[src/rtl/alu_pkg.sv]
// Shared widths and operation encodings for the alu_modport execute block.
package alu_pkg;

  localparam int unsigned DATA_W  = 32;
  localparam int unsigned CTRL_W  = 7;
  localparam int unsigned OP_W    = 3;
  localparam int unsigned SHIFT_W = $clog2(DATA_W);

  typedef enum logic [OP_W-1:0] {
    OPSEL_SHIFT     = 3'b000,
    OPSEL_ARITH     = 3'b001,
    OPSEL_MEM_WRITE = 3'b100,
    OPSEL_MEM_READ  = 3'b101
  } opsel_e;

  typedef enum logic [OP_W-1:0] {
    ARITH_ADD  = 3'b000,
    ARITH_HADD = 3'b001,
    ARITH_SUB  = 3'b010,
    ARITH_NOT  = 3'b011,
    ARITH_AND  = 3'b100,
    ARITH_OR   = 3'b101,
    ARITH_XOR  = 3'b110,
    ARITH_PASS = 3'b111
  } arith_op_e;

  typedef enum logic [OP_W-1:0] {
    SHIFT_SLL = 3'b000,
    SHIFT_SLA = 3'b001,
    SHIFT_SRL = 3'b010,
    SHIFT_SRA = 3'b011
  } shift_op_e;

endpackage

[src/rtl/alu_modport_exec.sv]
// Combinational result/carry function of the stage-1 registers.
module alu_exec
  import alu_pkg::*;
#(
  parameter int unsigned N = DATA_W,
  parameter int unsigned S = SHIFT_W
) (
  input  logic [N-1:0] aluin1,
  input  logic [N-1:0] aluin2,
  input  logic [2:0]   operation,
  input  logic [S-1:0] shift_number,
  input  logic         enable_arith,
  input  logic         enable_shift,
  output logic [N-1:0] result,
  output logic         carry_out,
  output logic         result_valid
);

  logic [N:0]  sum;
  logic [16:0] hsum;

  always_comb begin
    result       = '0;
    carry_out    = 1'b0;
    sum          = '0;
    hsum         = '0;
    result_valid = enable_arith | enable_shift;
    if (enable_arith) begin
      case (operation)
        ARITH_ADD: begin
          sum                 = {1'b0, aluin1} + {1'b0, aluin2};
          {carry_out, result} = sum;
        end
        ARITH_HADD: begin
          hsum      = {1'b0, aluin1[15:0]} + {1'b0, aluin2[15:0]};
          result    = {{(N-16){1'b0}}, hsum[15:0]};
          carry_out = hsum[16];
        end
        ARITH_SUB: begin
          // Carry out of a+~b+1 is the inverted borrow.
          sum                 = {1'b0, aluin1} + {1'b0, ~aluin2} + {{N{1'b0}}, 1'b1};
          {carry_out, result} = sum;
        end
        ARITH_NOT: result = ~aluin2;
        ARITH_AND: result = aluin1 & aluin2;
        ARITH_OR:  result = aluin1 | aluin2;
        ARITH_XOR: result = aluin1 ^ aluin2;
        default:   result = aluin2;
      endcase
    end else if (enable_shift) begin
      case (operation)
        SHIFT_SLL, SHIFT_SLA: result = aluin1 << shift_number;
        SHIFT_SRL:            result = aluin1 >> shift_number;
        SHIFT_SRA:            result = $unsigned($signed(aluin1) >>> shift_number);
        default:              result = aluin1;
      endcase
    end
  end

endmodule

[src/rtl/alu_modport.sv]
// Two-stage ALU execute block: stage-1 decode/operand registers, stage-2 result.
// Memory read/write opselects are enabled by defining ALU_MEMOP_EN.
module alu_modport
  import alu_pkg::*;
#(
  parameter int unsigned N = DATA_W,
  parameter int unsigned S = SHIFT_W
) (
  input  logic              clock,
  input  logic              reset,
  input  logic              enable_ex,
  input  logic [N-1:0]      src1,
  input  logic [N-1:0]      src2,
  input  logic [N-1:0]      imm,
  input  logic [CTRL_W-1:0] control_in,
  input  logic [N-1:0]      memory_data_read_in,
  output logic [N-1:0]      aluin1,
  output logic [N-1:0]      aluin2,
  output logic [OP_W-1:0]   operation_out,
  output logic [OP_W-1:0]   opselect_out,
  output logic [S-1:0]      shift_number,
  output logic              enable_arith,
  output logic              enable_shift,
  output logic [N-1:0]      mem_data_write_out,
  output logic              mem_write_en,
  output logic [N-1:0]      aluout,
  output logic              carry
);

  logic [OP_W-1:0] op_in;
  logic [OP_W-1:0] opsel_in;
  logic            imm_sel;

  assign op_in    = control_in[2:0];
  assign imm_sel  = control_in[3];
  assign opsel_in = control_in[6:4];

  logic [N-1:0]    aluin1_q, aluin1_d;
  logic [N-1:0]    aluin2_q, aluin2_d;
  logic [OP_W-1:0] operation_q, operation_d;
  logic [OP_W-1:0] opselect_q, opselect_d;
  logic [S-1:0]    shift_number_q, shift_number_d;
  logic            enable_arith_q, enable_arith_d;
  logic            enable_shift_q, enable_shift_d;
  logic [N-1:0]    mem_data_write_q, mem_data_write_d;
  logic            mem_write_en_q, mem_write_en_d;
  logic [N-1:0]    aluout_q, aluout_d;
  logic            carry_q, carry_d;

  logic [N-1:0]    exec_result;
  logic            exec_carry;
  logic            exec_valid;

  always_comb begin
    aluin1_d         = aluin1_q;
    aluin2_d         = aluin2_q;
    operation_d      = operation_q;
    opselect_d       = opselect_q;
    shift_number_d   = shift_number_q;
    mem_data_write_d = mem_data_write_q;
    enable_arith_d   = 1'b0;
    enable_shift_d   = 1'b0;
    mem_write_en_d   = 1'b0;
    if (enable_ex) begin
      case (opsel_in)
        OPSEL_ARITH: begin
          aluin1_d       = src1;
          aluin2_d       = imm_sel ? imm : src2;
          operation_d    = op_in;
          opselect_d     = opsel_in;
          enable_arith_d = 1'b1;
        end
        OPSEL_SHIFT: begin
          aluin1_d       = src1;
          shift_number_d = imm_sel ? imm[S-1:0] : src2[S-1:0];
          operation_d    = op_in;
          opselect_d     = opsel_in;
          enable_shift_d = 1'b1;
        end
`ifdef ALU_MEMOP_EN
        OPSEL_MEM_READ: begin
          aluin1_d       = src1;
          aluin2_d       = memory_data_read_in;
          operation_d    = ARITH_PASS;
          opselect_d     = opsel_in;
          enable_arith_d = 1'b1;
        end
        OPSEL_MEM_WRITE: begin
          aluin1_d         = src1;
          mem_data_write_d = src2;
          operation_d      = op_in;
          opselect_d       = opsel_in;
          mem_write_en_d   = 1'b1;
        end
`endif
        default: ;
      endcase
    end
  end

  alu_exec #(
    .N (N),
    .S (S)
  ) u_exec (
    .aluin1       (aluin1_q),
    .aluin2       (aluin2_q),
    .operation    (operation_q),
    .shift_number (shift_number_q),
    .enable_arith (enable_arith_q),
    .enable_shift (enable_shift_q),
    .result       (exec_result),
    .carry_out    (exec_carry),
    .result_valid (exec_valid)
  );

  always_comb begin
    aluout_d = exec_valid ? exec_result : aluout_q;
    carry_d  = exec_valid ? exec_carry  : carry_q;
  end

  always_ff @(posedge clock) begin
    if (!reset) begin
      aluin1_q         <= '0;
      aluin2_q         <= '0;
      operation_q      <= '0;
      opselect_q       <= '0;
      shift_number_q   <= '0;
      enable_arith_q   <= 1'b0;
      enable_shift_q   <= 1'b0;
      mem_data_write_q <= '0;
      mem_write_en_q   <= 1'b0;
      aluout_q         <= '0;
      carry_q          <= 1'b0;
    end else begin
      aluin1_q         <= aluin1_d;
      aluin2_q         <= aluin2_d;
      operation_q      <= operation_d;
      opselect_q       <= opselect_d;
      shift_number_q   <= shift_number_d;
      enable_arith_q   <= enable_arith_d;
      enable_shift_q   <= enable_shift_d;
      mem_data_write_q <= mem_data_write_d;
      mem_write_en_q   <= mem_write_en_d;
      aluout_q         <= aluout_d;
      carry_q          <= carry_d;
    end
  end

  assign aluin1        = aluin1_q;
  assign aluin2        = aluin2_q;
  assign operation_out = operation_q;
  assign opselect_out  = opselect_q;
  assign shift_number  = shift_number_q;
  assign enable_arith  = enable_arith_q;
  assign enable_shift  = enable_shift_q;
  assign aluout        = aluout_q;
  assign carry         = carry_q;

`ifdef ALU_MEMOP_EN
  assign mem_data_write_out = mem_data_write_q;
  assign mem_write_en       = mem_write_en_q;
`else
  // Store path is compiled out; its flops never load and are left unread.
  logic unused_store;
  assign unused_store       = ^{memory_data_read_in, mem_data_write_q, mem_write_en_q};
  assign mem_data_write_out = '0;
  assign mem_write_en       = 1'b0;
`endif

endmodule

[config.mk]
export PLATFORM = sky130hd
export DESIGN_NAME = alu_modport
export DESIGN_NICKNAME = d
export VERILOG_FILES = /design/src/rtl/alu_pkg.sv /design/src/rtl/alu_modport_exec.sv /design/src/rtl/alu_modport.sv
export SDC_FILE = /design/constraint.sdc
export NUM_CORES = 1
export LEC_CHECK = 0
export CORE_MARGIN = 4
export CORE_UTILIZATION = 45
export DETAILED_ROUTE_END_ITERATION = 10
export PLACE_DENSITY_LB_ADDON = 0.12
export SETUP_SLACK_MARGIN = 0.3
export SLEW_MARGIN = 40
export SYNTH_ARGS = -nofsm -noshare
export SYNTH_HDL_FRONTEND = slang
export SYNTH_HIERARCHICAL = 1
export SYNTH_SLANG_ARGS = --single-unit
[constraint.sdc]
create_clock -name clock -period 6.05 [get_ports clock]
set_input_delay 0.605 -clock clock [delete_from_list [all_inputs] [get_ports clock]]
set_output_delay 0.605 -clock clock [all_outputs]
set_load 0.01 [all_outputs]
==> results.md <==
Setup path:
- The critical path data arrival time is 4630 ps.
- The worst register-to-register path begins at aluin1[0]$_SDFFE_PN0P_.
- Along the worst path, the maximum fanout reaches 10.
- The critical path capture point type is a flop.
- The worst setup path is of the reg -> reg kind.
- Measured in cells, the most critical reg-to-reg path has a length of 15.
- The worst register-to-register path ends at aluout[28]$_SDFFE_PN0P_.
- The required time at the endpoint of the critical path is 6340 ps.
- For flop-to-flop paths, the worst setup slack is 1710 ps.
- STA classifies the critical path startpoint as a flop.

Hold path:
- Counting instances, the worst hold path has a depth of 1.
- In this run the most critical hold path is launched from opselect_out[2]$_SDFFE_PN0P_.
- The endpoint of the worst hold path is opselect_out[2]$_SDFFE_PN0P_.
- The path category of the worst min-delay check is reg -> reg.

Global route:
- The number of antenna violations at the first check in global routing is 0.
- Global routing finished with a remaining overflow of 0.
- In the global route stage, met3 resource usage came out at 6.72%.
- The peak-usage layer in the global routing report is met2.
- The met1 capacity usage during global routing is 41.9%.
- The via count of the first global-routing pass came to 14951.
- The pin count of the biggest net entering global routing is 111.
- Global routing used 32.3% of the available tracks across all layers.
- The wire length of the first global-routing pass is 89400 microns.
- The met2 usage in global routing is 51.0%.

Timing:
- The tightest hold path in the finished design has a slack of 490 ps.
- The post-route worst setup slack is 1710 ps.
- Setup repair after global routing left no endpoint under its margin.
- The clock period minus final worst setup slack is 4340 ps.
- The final count of hold timing violations is 0.
- The final setup TNS is 0 ps.
- After layout, the worst path uses 71.7% of the clock period.
- The maximum achievable frequency is 231 MHz.
- The final setup violation count is 0.
- On the final layout, the worst clock skew is 9.09 ps.
- The number of slew-limit violations in the final report was 0.
- The transition time of the tightest slew-check pin is 920 ps.
- The worst relative slew slack is 38.3%.

Clocking:
- The cell at the root of the clock tree is clkbuf_16.
- The clock passes through at most 2 buffers.
- For this design, the CTS-stage hold fixing added 0 buffers.
- The maximum level of the CTS H-tree is 3.
- After clock tree synthesis, the clock-pin slew on the worst setup and hold paths is 80 ps.
- The number of clock sinks is 110.
- The CTS tree is yes.
- The total clock buffers created by CTS is 9.
- The count of buffers added by post-CTS timing repair for setup is 0.
- In this run, post-CTS repair resized a total of 0 instances.
- For the worst-skew pair, the clock arrives at the later sink with an insertion delay of 400 ps.

Synth:
- The library cell occupying the most area in the post-synthesis netlist is dfxtp_1.
- The complex-gate fraction of the synthesized area is 33.5%.
- The synthesis-stage register bit count is 110.
- The mean instance size in the synthesized netlist is 7.23 sq um.
- The fraction of registers with async set or reset after synthesis is 0%.
- The mux cell area share after synthesis is 13.0%.
- By area the synthesized netlist is led by dfxtp_1 (15%), ha_1 (9.2%), mux2i_1 (8.6%).
- The most used flip-flop cell after synthesis is dfxtp_1.
- Sequential cells were found to cover 15.3% of the synthesized design area.
- The area share of the leading cell type in the synthesized netlist is 15.3%.
- The share of synthesized cell area in full adder, half adder and majority cells is 9.51%.
- After Yosys synthesis, and, or, nand and nor cells account for 17.2% of the synthesized area.
- The post-synthesis xor/xnor area fraction is 0.914%.
- Synthesis produced a netlist whose cell count is 1987.
- After synthesis the cells add up to 14400 sq um.
- By area, the combinational part of the netlist is dominated by compound AO/OA/AOI/OAI gates.
- The number of unique standard cell types used by synthesis is 89.
- Yosys printed 6 warnings.
- The number of enable-type register cells in the synthesized netlist is 0.

Place:
- The congestion estimate from routability-driven global placement came to 0.974.
- The estimated wirelength of the detail-placed design is 42800 microns.
- OpenSTA, run right after detailed placement, puts the worst setup slack at 1880 ps.
- The count of input and output buffers is 215.
- Once placement finished, the instance area stood at 16500 sq um.

Floorplan:
- Measured along the y axis, the die boundary spans 187 microns.
- The count of boundary I/O pins is 281.
- The core area is 31600 sq um.
- The effective utilization at floorplan is 45.5%.
- The floorplan step defined a die boundary enclosing 34900 sq um.
- In this run the core area contains 65 standard-cell rows.
- The die is 187 microns wide.

Finish:
- Once layout is done, the placed cells without fillers occupy 16800 sq um.
- Compared with the post-synthesis result, the final layout area differs by 16.8%.
- In the layout the commonest cells are nand2_1 (231), clkdlybuf4s50_1 (213), o21ai_0 (185).
- Leaving out fill and tap cells, the most frequent cell in the layout is nand2_1.
- For this run, the post-layout net count is 2342.
- Cells with a size suffix above 1 make up 7.00% of the layout.
- The number of antenna repair diodes is 0.

Routing:
- The initial detailed-routing violation count is 1793.
- Dividing the detail-routed wire length by the instance count gives 23.5 microns.
- The count of antenna-violating nets left after detailed routing is 0.
- The detail-routed via count per cell is 6.29.
- In the routed design, unresolved DRC markers number 0.
- Summed over all layers, the routed wires come to 58700 microns.
- The first detailed-routing pass took 6 iterations.
- For this block, the via count after detailed routing is 15744.

Power:
- The total power is 0.00224 W.
- Dividing total power by cell area gives a power density of 133 nW/um^2.
- The largest voltage drop on the vdd net is 0.140 mV.
- The reported leakage power is 6.69 nW.

Job:
- The reported max-cap violation count is 0.

Outcome:
- The run finished with clean final reports.
-- critical path: stages, from the launching register on --
cell	delay (ps)
dfxtp_1	610
ha_1	330
inv_1	80
fa_1	410
inv_1	70
a21oi_1	120
o2111ai_1	450
a21o_1	210
a21o_1	270
a211o_1	360
a41oi_1	240
a2111oi_0	560
mux2i_1	140
and3_1	190
mux2i_1	130
nor2b_1	60
-- cells in the mapped netlist, types with 7 or more instances --
master and count:
a21oi_1 170, clkbuf_1 95, mux4_2 24, o221ai_1 15, o31ai_1 11, a31oi_1 16, buf_4 43, nor2b_1 40
a211o_1 11, o22ai_1 43, a21o_1 29, a21boi_0 35, xnor2_1 15, o21ai_0 185, a221oi_1 12, o21a_1 8
mux2_2 8, a211oi_1 34, buf_2 26, nor2_1 187, or3_1 7, o21bai_1 12, inv_1 101, nand3_1 20
nor4_1 12, a222oi_1 8, ha_1 106, buf_6 20, nand2_1 231, a22oi_1 9, nor3_1 25, dfxtp_1 110
buf_1 14, o211ai_1 27, mux2i_1 124, o211a_1 39
-- registers in the layout, summed over array words and instances, names as in the netlist --
name,cells
aluin1,32
aluin2,32
shift_number,5
enable_arith,1
carry,1
operation_out,3
aluout,32
opselect_out,3
enable_shift,1
-- final cells by class --
cell class / count / area (sq um)
fill: 3124 / 14800
multi-input combinational: 1603 / 10800
timing repair buffer: 266 / 2560
sequential: 110 / 2210
tap: 402 / 503
inverter: 106 / 398
clock buffer: 9 / 225
clock inverter: 7 / 70.1
-- where the power goes --
part / switching [W] / leakage, nW / internal [W]
clock: 0.000329 / 0.144 / 0.000294
sequential: 0.0000376 / 0.895 / 0.000740
combinational: 0.000497 / 5.66 / 0.000342
total: 0.000864 / 6.69 / 0.00138
-- metrics by stage --
stage          instances  util [%]
6_report            2503      53.2
5_1_grt             2503      53.2
4_1_cts             2502      53.1
3_5_place_dp        2486      52.2
3_3_place_gp        2486      52.1
2_1_floorplan       2019         -
-- cells by family (layout without fill, tap and decap cells) --
logic type      after synthesis  count (layout)
mux                         156             156
fa+ha+maj                   108             108
simple gates                565             565
compound gates              726             726
xor+xnor                     15              15
flops                       110             110
buf+inv                     306             388
other cells                   1              33
-- worst max path at each step --
stage / depth (start not counted) / start / endpoint / slack, ps
after floorplan: 15 / aluin1[0]$_SDFFE_PN0P_ / aluout[28]$_SDFFE_PN0P_ / 2800
after global placement: 15 / aluin1[0]$_SDFFE_PN0P_ / aluout[30]$_SDFFE_PN0P_ / 1840
after detailed placement: 15 / aluin1[0]$_SDFFE_PN0P_ / aluout[28]$_SDFFE_PN0P_ / 1880
after CTS: 15 / aluin1[0]$_SDFFE_PN0P_ / aluout[28]$_SDFFE_PN0P_ / 1860
after global routing: 15 / aluin1[0]$_SDFFE_PN0P_ / aluout[28]$_SDFFE_PN0P_ / 1410
final: 15 / aluin1[0]$_SDFFE_PN0P_ / aluout[28]$_SDFFE_PN0P_ / 1710
-- routing by layer --
layer	part of all wire, %	vias up
li1	-	7344
met1	42	7426
met2	45	835
met3	8.5	139
met4	5.2	0
met5	0	-
Note: power is estimated with default switching activity, not from simulation.
